===== src/rtl/sobel_sequencer_if.sv =====
// Command/status bundle between the Sobel frame sequencer and its address
// generator, frame memory and gradient unit. The sequencer takes the master side.
interface sobel_sequencer_if;
  // status returned to the sequencer
  logic load_done;
  logic move_done;
  logic all_done;
  logic rdata_valid;
  logic calc_done;
  // commands and strobes issued by the sequencer
  logic load_initial;
  logic start_9_read;
  logic start_i_read;
  logic start_write;
  logic start_move;
  logic mem_re;
  logic mem_we;
  logic calc_start;

  modport master (
    input  load_done, move_done, all_done, rdata_valid, calc_done,
    output load_initial, start_9_read, start_i_read, start_write, start_move,
    output mem_re, mem_we, calc_start
  );

  modport slave (
    output load_done, move_done, all_done, rdata_valid, calc_done,
    input  load_initial, start_9_read, start_i_read, start_write, start_move,
    input  mem_re, mem_we, calc_start
  );
endinterface


===== src/rtl/sobel_sequencer.sv =====
// Frame sequencer for a 3x3 Sobel engine: fills the first window, then loops
// calc -> write -> move -> step-read until the address generator reports the
// last pixel. Every output is a register computed from the next state (Moore).
module sobel_sequencer #(
  parameter int FIRST_READS = 9,
  parameter int STEP_READS  = 3
) (
  input  logic                clk,
  input  logic                n_reset,
  input  logic                start,
  input  logic                abort,
  sobel_sequencer_if.master   bus,
  output logic                busy,
  output logic                frame_done,
  output logic [23:0]         pix_count
);

  typedef enum logic [2:0] {
    IDLE  = 3'd0,
    LOAD  = 3'd1,
    READ9 = 3'd2,
    CALC  = 3'd3,
    WRITE = 3'd4,
    MOVE  = 3'd5,
    READ3 = 3'd6,
    DONE  = 3'd7
  } state_t;

  // Counter value seen on the cycle that the final read of a phase returns.
  localparam logic [3:0] FIRST_LAST = 4'(FIRST_READS - 1);
  localparam logic [3:0] STEP_LAST  = 4'(STEP_READS - 1);

  state_t      state, state_d;
  logic [3:0]  rd_cnt, rd_cnt_d;
  logic [23:0] pix_d;

  // registered outputs and their next values
  logic load_initial_q, start_9_read_q, start_i_read_q, start_write_q, start_move_q;
  logic mem_re_q, mem_we_q, calc_start_q, busy_q, frame_done_q;
  logic load_initial_d, start_9_read_d, start_i_read_d, start_write_d, start_move_d;
  logic mem_re_d, mem_we_d, calc_start_d, busy_d, frame_done_d;

  // A read returns only while waiting; mem_re_q high marks the issue cycle.
  logic rd_ret;
  logic entering;

  assign rd_ret   = bus.rdata_valid && !mem_re_q;
  assign entering = (state_d != state);

  // State, read counter, pixel counter and all output registers.
  always_ff @(posedge clk or negedge n_reset) begin
    if (!n_reset) begin
      state          <= IDLE;
      rd_cnt         <= 4'd0;
      pix_count      <= 24'd0;
      load_initial_q <= 1'b0;
      start_9_read_q <= 1'b0;
      start_i_read_q <= 1'b0;
      start_write_q  <= 1'b0;
      start_move_q   <= 1'b0;
      mem_re_q       <= 1'b0;
      mem_we_q       <= 1'b0;
      calc_start_q   <= 1'b0;
      busy_q         <= 1'b0;
      frame_done_q   <= 1'b0;
    end else begin
      state          <= state_d;
      rd_cnt         <= rd_cnt_d;
      pix_count      <= pix_d;
      load_initial_q <= load_initial_d;
      start_9_read_q <= start_9_read_d;
      start_i_read_q <= start_i_read_d;
      start_write_q  <= start_write_d;
      start_move_q   <= start_move_d;
      mem_re_q       <= mem_re_d;
      mem_we_q       <= mem_we_d;
      calc_start_q   <= calc_start_d;
      busy_q         <= busy_d;
      frame_done_q   <= frame_done_d;
    end
  end

  // Next state, read counter and pixel counter; abort overrides everything.
  always_comb begin
    state_d  = state;
    rd_cnt_d = rd_cnt;
    pix_d    = pix_count;
    if (abort) begin
      state_d  = IDLE;
      rd_cnt_d = 4'd0;
    end else begin
      unique case (state)
        IDLE: begin
          if (start) begin
            state_d = LOAD;
            pix_d   = 24'd0;
          end
        end
        LOAD: begin
          if (bus.load_done) state_d = READ9;
        end
        READ9: begin
          if (rd_ret) begin
            if (rd_cnt == FIRST_LAST) begin
              state_d  = CALC;
              rd_cnt_d = 4'd0;
            end else begin
              rd_cnt_d = rd_cnt + 4'd1;
            end
          end
        end
        CALC: begin
          // the pixel count advances together with the write strobe
          if (bus.calc_done) begin
            state_d = WRITE;
            pix_d   = pix_count + 24'd1;
          end
        end
        WRITE: state_d = MOVE;
        MOVE: begin
          // the generator answers only after the move command cycle
          if (!start_move_q) begin
            if (bus.all_done)       state_d = DONE;
            else if (bus.move_done) state_d = READ3;
          end
        end
        READ3: begin
          if (rd_ret) begin
            if (rd_cnt == STEP_LAST) begin
              state_d  = CALC;
              rd_cnt_d = 4'd0;
            end else begin
              rd_cnt_d = rd_cnt + 4'd1;
            end
          end
        end
        DONE: state_d = IDLE;
        default: state_d = IDLE;
      endcase
    end
  end

  // Output values for the next cycle, decoded from the next state.
  always_comb begin
    logic rd_next;
    rd_next        = (state_d == READ9) || (state_d == READ3);
    mem_re_d       = rd_next && (entering || rd_ret);
    start_9_read_d = mem_re_d && (state_d == READ9);
    start_i_read_d = mem_re_d && (state_d == READ3);
    load_initial_d = (state_d == LOAD) && entering;
    calc_start_d   = (state_d == CALC) && entering;
    start_move_d   = (state_d == MOVE) && entering;
    start_write_d  = (state_d == WRITE);
    mem_we_d       = (state_d == WRITE);
    frame_done_d   = (state_d == DONE);
    busy_d         = (state_d != IDLE);
  end

  assign bus.load_initial = load_initial_q;
  assign bus.start_9_read = start_9_read_q;
  assign bus.start_i_read = start_i_read_q;
  assign bus.start_write  = start_write_q;
  assign bus.start_move   = start_move_q;
  assign bus.mem_re       = mem_re_q;
  assign bus.mem_we       = mem_we_q;
  assign bus.calc_start   = calc_start_q;
  assign busy             = busy_q;
  assign frame_done       = frame_done_q;

endmodule


===== src/flat_wrapper.sv =====
// flat-port wrapper written by rule: the top's interface ports become plain ports
module sobel_sequencer_flat 
#(
  parameter int FIRST_READS = 9,
  parameter int STEP_READS  = 3
)
  (clk, n_reset, start, abort, busy, frame_done, pix_count, bus_load_done, bus_move_done, bus_all_done, bus_rdata_valid, bus_calc_done, bus_load_initial, bus_start_9_read, bus_start_i_read, bus_start_write, bus_start_move, bus_mem_re, bus_mem_we, bus_calc_start);
  sobel_sequencer_if bus_i ();
  input  logic clk;
  input  logic n_reset;
  input  logic start;
  input  logic abort;
  output logic busy;
  output logic frame_done;
  output logic [23:0] pix_count;
  input wire logic [$bits(bus_i.load_done)-1:0] bus_load_done;
  input wire logic [$bits(bus_i.move_done)-1:0] bus_move_done;
  input wire logic [$bits(bus_i.all_done)-1:0] bus_all_done;
  input wire logic [$bits(bus_i.rdata_valid)-1:0] bus_rdata_valid;
  input wire logic [$bits(bus_i.calc_done)-1:0] bus_calc_done;
  output wire logic [$bits(bus_i.load_initial)-1:0] bus_load_initial;
  output wire logic [$bits(bus_i.start_9_read)-1:0] bus_start_9_read;
  output wire logic [$bits(bus_i.start_i_read)-1:0] bus_start_i_read;
  output wire logic [$bits(bus_i.start_write)-1:0] bus_start_write;
  output wire logic [$bits(bus_i.start_move)-1:0] bus_start_move;
  output wire logic [$bits(bus_i.mem_re)-1:0] bus_mem_re;
  output wire logic [$bits(bus_i.mem_we)-1:0] bus_mem_we;
  output wire logic [$bits(bus_i.calc_start)-1:0] bus_calc_start;
  assign bus_i.load_done = bus_load_done;
  assign bus_i.move_done = bus_move_done;
  assign bus_i.all_done = bus_all_done;
  assign bus_i.rdata_valid = bus_rdata_valid;
  assign bus_i.calc_done = bus_calc_done;
  assign bus_load_initial = bus_i.load_initial;
  assign bus_start_9_read = bus_i.start_9_read;
  assign bus_start_i_read = bus_i.start_i_read;
  assign bus_start_write = bus_i.start_write;
  assign bus_start_move = bus_i.start_move;
  assign bus_mem_re = bus_i.mem_re;
  assign bus_mem_we = bus_i.mem_we;
  assign bus_calc_start = bus_i.calc_start;
  sobel_sequencer #(.FIRST_READS(FIRST_READS), .STEP_READS(STEP_READS)) u_core (.clk(clk), .n_reset(n_reset), .start(start), .abort(abort), .bus(bus_i), .busy(busy), .frame_done(frame_done), .pix_count(pix_count));
endmodule

===== config.mk =====
export PLATFORM = sky130hd
export DESIGN_NAME = sobel_sequencer_flat
export DESIGN_NICKNAME = d
export VERILOG_FILES = /design/src/rtl/sobel_sequencer_if.sv /design/src/rtl/sobel_sequencer.sv /design/src/flat_wrapper.sv
export SDC_FILE = /design/constraint.sdc
export NUM_CORES = 1
export LEC_CHECK = 0
export ABC_AREA = 1
export CORE_UTILIZATION = 41
export CTS_CLUSTER_SIZE = 30
export DETAILED_ROUTE_END_ITERATION = 8
export GPL_ROUTABILITY_DRIVEN = 1
export PLACE_DENSITY_LB_ADDON = 0.1
export REMOVE_ABC_BUFFERS = 1
export SLEW_MARGIN = 20
export SYNTH_ARGS = -nofsm -noshare
export SYNTH_HDL_FRONTEND = slang
export SYNTH_SLANG_ARGS = --single-unit

===== constraint.sdc =====
create_clock -name clk -period 1.71 [get_ports clk]
set_clock_uncertainty 0.2 [all_clocks]
set_input_delay 0.2565 -clock clk [delete_from_list [all_inputs] [get_ports clk]]
set_output_delay 0.2565 -clock clk [all_outputs]
set_load 0.005 [all_outputs]

# Word level (Yosys, flattened, before mapping)
# Cells that the tools add are included.
# word_totals
mem_bits_ro,0
latch_bits,0
mem_count,0
inputBits,9
reg_bits,40
out_inout_bits,34
mem_bits_rw,0
# op_classes
n_bitwise,1
multipliers,0
addsub,2
n_div,0
shift,0
mux,21
order_cmp,0
reduce_logical,16
eq_ne,21
# ops
op,count
$mux W24,2
$pmux W24 S2,1
$mux W3,11
$add A24 B1 Y24 const B,1
$eq A3 B3 Y1 const B,8
$pmux W3 S8,1
$mux W4,5
$eq A3 B2 Y1 const B,4
$pmux W4 S2,1
$logic_and A1 B1 Y1,7
$eq A3 B1 Y1 const B,2
$ne A3 B2 Y1 const B,2
$reduce_bool A3 Y1,2
$add A4 B1 Y4 const B,1
$eq A4 B2 Y1 const B,1
$eq A4 B4 Y1 const B,1
$ne A2 B2 Y1 const B,2
$reduce_and A4 Y1,1
$logic_not A3 Y1,1
$ne A3 B3 Y1,1
$reduce_and A3 Y1,1
$logic_or A1 B1 Y1,2
$reduce_bool A2 Y1,1
$logic_not A1 Y1,1
$not A1 Y1,1

# Depth between registers and ports, before layout
# Gate-level depths: netlist of run 1.
# depth
depth_word,9
mapped_depth,14
ltp_nobuf,14

# Worst setup path after synthesis of run 1
# Ideal clock, no wire load.
# synth_path
path_kind,flip-flop to flip-flop
from,register u_core.state[0]
to,"register u_core.start_i_read_q, in the netlist u_core.bus.start_i_read"
stages_incl_launch_ff,12
t_required_ps,1390
arrival_ps,1380
path_slack_ps,10
period_less_slack_ps,1700
setup_time_ps,120
cell_sequence,dfrtp_1 > buf_4 > inv_1 > nand3_1 > o21ai_2 > nor2_4 > nand2_1 > nand2_1 > nor2_2 > nand3_1 > nand2_2 > nor2_1
# synth_between
elab_chain_len,9
elab_cells_between_ends,27
cone_classes,eq/ne (10); mux (12); reduce/logical (5)
# synth_lines
element,line_no,source
start: declaration,sobel_sequencer.sv:33,"state_t state, state_d;"
start signal: assignment,sobel_sequencer.sv:67,state <= state_d;
$mux W3,sobel_sequencer.sv:124,else if (bus.move_done) state_d = READ3;
$mux W3,sobel_sequencer.sv:123,if (bus.all_done) state_d = DONE;
$mux W3,sobel_sequencer.sv:122,if (!start_move_q) begin
$pmux W3 S8,sobel_sequencer.sv:92,unique case (state)
$mux W3,sobel_sequencer.sv:88,if (abort) begin
"$eq A3 B2 Y1, or another cell as far along",sobel_sequencer.sv:146,rd_next = (state_d == READ9) || (state_d == READ3);
"$logic_or A1 B1 Y1, on equally long branches","sobel_sequencer.sv:146, sobel_sequencer.sv:147",
$logic_and A1 B1 Y1,sobel_sequencer.sv:147,mem_re_d = rd_next && (entering || rd_ret);
$logic_and A1 B1 Y1 *,sobel_sequencer.sv:149,start_i_read_d = mem_re_d && (state_d == READ3);
via u_core.start_i_read_d,sobel_sequencer.sv:40,"logic load_initial_d, start_9_read_d, start_i_read_d, start_write_d, start_move_d;"
end signal: assignment,sobel_sequencer.sv:72,start_i_read_q <= start_i_read_d;
end: declaration,sobel_sequencer.sv:38,"logic load_initial_q, start_9_read_q, start_i_read_q, start_write_q, start_move_q;"
# The timed path passes the listed nets; every way through them passes the cells marked *.
# A chain may end at the register's enable or synchronous reset.

# Final worst setup path of run 1
# layout_path
from,register u_core.state[1]
to,"register u_core.start_i_read_q, in the netlist u_core.bus.start_i_read"
# Same word-level chain as after synthesis.

==> results.toml, run 1 <==
[grt]
grt_max_degree = 41
grt_first_pass_wirelength_um = 11350
gr-total-overflow = 0
grt_usage = 0.2287
grt_pass1_vias = 2601
antenna_found_initial = 0

[detailed_routing]
ant_nets = 0
via_per_inst = 5.094
wirelength_um = 7396
first_pass_iters = 4
via_count = 2756
drcViolationCount = 0
initialDrtViolationCount = 79
wl_per_cell_um = 13.67

[placed_design]
pre_cts_slack_ns = -0.2870
gp_congestion = 0.8940
placed_area_mm2 = 0.003416
port_buffers = 42
hpwl_um = 4909

[sta]
fin_ws_ns = -0.1567
hold_violations = 0
setup_viol = 34
period_minus_slack_ns = 1.867
finalSetupTns_ns = -2.338
max_freq_mhz = 535.7
slew_viol_final = 0
slew_headroom = 0.6370
fin_hold_ws_ns = 0.3386
rsz0062_at_grt = "yes"
tightest_slew_ns = 0.5444
fin_crit_sh = 1.092

[cells_and_area]
regArea_mm2 = 0.001005
multi_input_area_mm2 = 0.001602
n_fill_cell = 484
syn_to_final_growth_pct = 64.37
nNetsFinal = 478
final_area_mm2 = 0.004128
largest_reg_flops = 24
drive_above_1_share = 0.3991
largest-register = "u_core.pix_count"
antenna_cells = 0
reg_top3 = "u_core.pix_count x24, u_core.rd_cnt x4, u_core.state x3"

[power]
leakagePower_uw = 0.002042
pwr-share-seq = 0.402
pwr-share-comb = 0.333
internal_power_uw = 1737
ir_drop_v = 0.0004533
power_switching_uw = 803.4
switching_share = 0.3163
pwr_density_cell_mw_per_mm2 = 615.4
clkPwrFrac = 0.264
p_total_uw = 2540

[synthesis]
synth.most_common_cell = "nand2_1"
synth_top_area_frac = 0.3986
seq_area_frac_synth = 0.3986
synthXorXnorAreaFrac = 0.03488
synth_top_family_by_area = "simple AND/OR/NAND/NOR gates"
ys_top_cells_by_count = "nand2_1 (87), dfrtp_1 (40), nor2_1 (40)"
synth.area.top_cells = "dfrtp_1 (40%), nand2_1 (13%), nor2_1 (6.0%)"
synth_cell_type_count = 35
synthMuxAreaShare = 0
syn_inst = 338
synth_edf_count = 0
netlist_area_mm2 = 0.002511
async_flop_share = 1.000
yosysTopAreaCell = "dfrtp_1"
synthAdderAreaFrac = 0.01993
synth_ff_type = "dfrtp_1"
synthSimpleGateAreaFrac = 0.3508
ys_ff_latch = 40
yosysWarningCount = 0
synth_compound_area_frac = 0.1091
syn_area_per_cell_um2 = 7.429

[critical_path]
endpoint_kind = "register"
arrival_ns = 1.86
cp_max_fo = 5
crit_required_ns = 1.70
cp-start-kind = "register"
critPathSlowestCell = "dfrtp_1"
cpPeakStageDelay_ns = 0.42
critPathBufInv = 3
rrSetupSlack_ns = -0.16
crit_family = "simple AND/OR/NAND/NOR gates"
path_class = "register to register"
crit_chain = "inv_2, buf_6, buf_6, nand4_1, nand2_1, nor2_2, nand2_2, nand2_2, nand2_1, nand2_2, nand3_2, nand2_2, nor2_1"
path_common_cell = "nand2_2"

[clock_tree]
clkSinkCount = 40
worst_skew_pair.late_latency_ns = 0.30
cts_made_buffers = 5
clkSlewWorstSetupHoldPaths_ns = 0.08
cts-root-buf = "clkbuf_8"
cts_tree = "built"
clock_path_buffers = 2
htreeDepth = 2

[floorplan]
ios = 43
coreArea_mm2 = 0.005921
start_util = 0.4241
die_x_um = 80.26
die_height_um = 80.26
floorplan.die_area_mm2 = 0.006442
rows = 28

[worst_hold_path]
hold_path_class = "primary input to async pin"

[status]
violations = "setup timing"
status = "finished, violations left"

[job]
drv_cap = 0
[stage by stage]
step | util | std cells
final | 0.6972 | 541
after global routing | 0.6972 | 541
after CTS | 0.6249 | 530
after detailed placement | 0.5769 | 505
after global placement | 0.5769 | 505
after floorplan | - | 330
[worst paths after layout]
kind / cells after the start / endpoint / from
hold / removal: 3 / u_core.pix_count[22] / n_reset
min in group clk: 2 / u_core.pix_count[15] / u_core.pix_count[15]
setup / recovery: 13 / u_core.bus.start_i_read / u_core.state[1]
max in group asynchronous: 3 / u_core.pix_count[3] / n_reset
setup reg to reg: 13 / u_core.bus.start_i_read / u_core.state[1]
hold reg to reg: 2 / u_core.pix_count[15] / u_core.pix_count[15]
[power by group through the flow]
stage | combinational [uW] | sequential, uW | clock [uW]
3_3_place_gp | 540 | 1040 | 0
2_1_floorplan | 244 | 1040 | 0
5_1_grt | 916 | 1030 | 717
6_report | 847 | 1020 | 672
4_1_cts | 619 | 1020 | 680
3_5_place_dp | 548 | 1040 | 0
[per-layer routing]
metal  track usage  vias up  share of wire
met1        0.2663     1306           0.41
met3       0.02841       19          0.032
met4       0.09821        0          0.028
met5             0        -              0
li1              -     1355              -
met2        0.4179       76           0.53
[cells by family (layout without fill, tap and decap cells)]
kind of cell    count (synthesis)  after routing
buf+inv                        52            180
flops                          40             40
fa+ha+maj                       4              4
simple gates                  192            192
xor+xnor                       10             10
compound gates                 40             40
[cells in the final DEF (no fill, tap or decap), drive strengths merged]
master / count
a21o: 1
a21oi: 9
and2: 1
buf: 85
clkbuf: 9
clkdlybuf4s50: 23
clkinv: 1
dfrtp: 40
dlygate4sd2: 15
dlygate4sd3: 1
dlymetal6s2s: 3
ha: 4
inv: 43
nand2: 95
nand3: 21
nand3b: 3
nand4: 15
nor2: 44
nor3: 13
o21a: 1
o21ai: 18
o21bai: 1
o22ai: 1
o31ai: 9
xnor2: 4
xor2: 6
[area by class of cell]
cell class              instances  share of cell area
well taps                      75             0.02273
clock buffers                   8             0.02182
inverters                      44             0.04547
repair buffers                128              0.2786
multi-input cells             246              0.3880
flip-flops and latches         40              0.2434
[worst reg2reg max path, delay by kind of cell (launching register included)]
kind / cells / cell delay [ns]
flip-flops: 1 / 0.42
buffers and inverters: 3 / 0.31
AND/OR/NAND/NOR: 10 / 0.83
[what timing repair did]
item / CTS / global route
gates resized for setup: 40 / 100
hold endpoints to repair: 40 / 0
endpoints found under the setup margin: 47 / 42
pin swaps: 4 / 33
buffers inserted: 16 / 10
hold buffers: 1 / 0
gates cloned: 0 / 1
No activity file was read; power rests on OpenSTA's default activity.
==> run 2: changes to the inputs <==
==> constraint.sdc (replaced) <==
create_clock -name clk -period 1.71 [get_ports clk]
set_clock_uncertainty 0.2 [all_clocks]
set_input_delay 0.171 -clock clk [delete_from_list [all_inputs] [get_ports clk]]
set_output_delay 0.171 -clock clk [all_outputs]
set_load 0.005 [all_outputs]
==> run 2 against run 1 <==
The run still ends with setup timing left. Clock power fell by 11%. Die area did not move. Global-route usage fell by 0.70 points. Non-clock buffer count fell by 9. Cell area fell by 2.6%. Wire length fell by 1.9%. First-iteration DRC count rose by 22%. Fmax rose by 1.0%. Combinational power fell by 9.7%. Critical path depth did not move. Clock-buffer cell count fell by 2. Critical path type unchanged. Highest routed layer unchanged.
==> results.toml, run 2 (same netlist as run 1, synthesis figures left out) <==
[cells_and_area]
largest_reg_flops = 24
drive_above_1_share = 0.3925
final_cell_mix = "nand2_1 (63), buf_4 (60), dfrtp_1 (36), clkdlybuf4s50_1 (33)"
syn_to_final_growth_pct = 60.09
n_fill_cell = 491
largest-register = "u_core.pix_count"
final_util = 0.6790
mostFrequentLayoutCell = "nand2_1"
multi_input_area_mm2 = 0.001574
regArea_mm2 = 0.001006
nNetsFinal = 469
antenna_cells = 0
reg_top3 = "u_core.pix_count x24, u_core.rd_cnt x4, u_core.state x3"

[sta]
period_minus_slack_ns = 1.848
slew_viol_final = 0
slew_headroom = 0.6411
setup_viol = 29
rsz0062_at_grt = "yes"
hold_violations = 0
fin_crit_sh = 1.081
max_freq_mhz = 541.2
fin_hold_ws_ns = 0.2846
fin_ws_ns = -0.1377
tightest_slew_ns = 0.5384

[power]
clkPwrFrac = 0.251
pwr-share-seq = 0.428
pwr-share-comb = 0.320
ir_drop_v = 0.0003996
power_switching_uw = 750.4
leakagePower_uw = 0.001996
pwr_density_cell_mw_per_mm2 = 593.9
switching_share = 0.3143
internal_power_uw = 1637

[detailed_routing]
ant_nets = 0
wirelength_um = 7258
wl_per_cell_um = 13.67
first_pass_iters = 4
drcViolationCount = 0
initialDrtViolationCount = 96
via_count = 2684
via_per_inst = 5.055

[floorplan]
floorplan.die_area_mm2 = 0.006442
die_x_um = 80.26
die_height_um = 80.26
ios = 43
start_util = 0.4241
rows = 28
coreArea_mm2 = 0.005921

[critical_path]
arrival_ns = 1.83
cp_max_fo = 6
r2r-start = "u_core.state[0]"
path_class = "register to register"
reg2reg_to = "u_core.bus.start_9_read"
rrSetupSlack_ns = -0.14
endpoint_kind = "register"
cp-start-kind = "register"
startpoint = "u_core.state[0]"
cpPeakStageDelay_ns = 0.42
reg2regPathDepth = 13
critPathSlowestCell = "dfrtp_1"
path_common_cell = "nand2_2"
crit_chain = "buf_6, nor2_4, nand2_2, clkinv_2, nand2_2, nand2_2, nand2_2, nand2_2, nand2_2, nor2_4, nand3_2, nand2_2, nor2_1"
crit_end = "u_core.bus.start_9_read"
crit_required_ns = 1.69

[grt]
grt_first_pass_wirelength_um = 11050
groute.layer.met2.usage = 0.3889
grt_usage = 0.2217
gr-total-overflow = 0
grt_max_degree = 41
met1_usage = 0.2761
grt_pass1_vias = 2500
grt.met3_usage = 0.03750
antenna_found_initial = 0
gr-max-usage-layer = "met2"

[placed_design]
hpwl_um = 4994
port_buffers = 42
gp_congestion = 0.8945

[clock_tree]
clkSlewWorstSetupHoldPaths_ns = 0.08
cts-root-buf = "clkbuf_8"
cts_tree = "built"
clkSinkCount = 40
worst_skew_pair.late_latency_ns = 0.29
htreeDepth = 2
clock_path_buffers = 2
cts_made_buffers = 5

[status]
violations = "setup timing"
status = "finished, violations left"

[worst_hold_path]
hold_path_class = "primary input to async pin"

[job]
drv_cap = 0
[run 2: changes by cell type in the layout (fill, tap and decap cells not counted), moves of 3 or more]
cell	previous run	this run
o21ai_2	4	8
o31ai_2	1	7
inv_1	29	32
buf_4	66	60
dlygate4sd2_1	15	0
dlymetal6s2s_1	3	8
o31ai_4	7	2
buf_6	16	13
clkdlybuf4s50_1	23	33
[run 2: final cells by class]
cell class                      instances  area share
Clock inverter                          1    0.001245
Sequential cell                        40      0.2502
Tap cell                               75     0.02334
Inverter                               44     0.04264
Timing Repair Buffer                  119      0.2730
Multi-Input combinational cell        246      0.3915
Clock buffer                            6     0.01805
[run 2: worst min-delay path by stage]
stage	start	endpoint	slack (ns)	cells past startpoint
after detailed placement	n_reset	u_core.pix_count[22]	0.07	2
after CTS	n_reset	u_core.pix_count[17]	0.29	3
after global placement	n_reset	u_core.pix_count[23]	0.06	2
after floorplan	n_reset	u_core.bus.calc_start	-0.32	0
after global routing	n_reset	u_core.bus.load_initial	0.34	3
final	n_reset	u_core.pix_count[17]	0.28	3
[run 2: repair_timing]
item	in CTS	in global routing
endpoints found under the hold margin	40	0
resized for setup	16	107
endpoints found under the setup margin	18	43
buffers inserted	3	13
pin swaps	7	29
cloned	0	1
hold buffers	1	0
[run 2: critical path: cells and delay by family, from the launching register on]
| kind | cells | cell delay (ns) |
|---|---|---|
| AND/OR/NAND/NOR | 11 | 0.92 |
| flip-flops | 1 | 0.42 |
| buffers and inverters | 2 | 0.22 |
[run 2: stage by stage]
stage               cells  cell area [um2]  power [uW]  worst slack (ns)  setup TNS [ns]
floorplan             330             2459        1288           -0.4094          -8.540
global placement      507             3443        1594           -0.1479          -1.320
detailed placement    507             3443        1601           -0.2157          -2.034
CTS                   518             3603        2234          -0.09375         -0.5827
global route          531             4020        2521           -0.2830          -6.012
finish                531             4020        2388           -0.1377          -2.316
[run 2: power by group through the flow]
stage               Combinational, uW  Clock (uW)  Sequential [uW]
detailed placement                563           0             1040
CTS                               590         623             1020
floorplan                         244           0             1040
finish                            765         600             1020
global route                      837         656             1030
global placement                  556           0             1040
[run 2: metal layers]
layer  vias to the layer above  wire length [um]
met5                         -                 0
met4                         0               193
met3                        20               178
met2                        62              3745
met1                      1261              3140
li1                       1341                 -
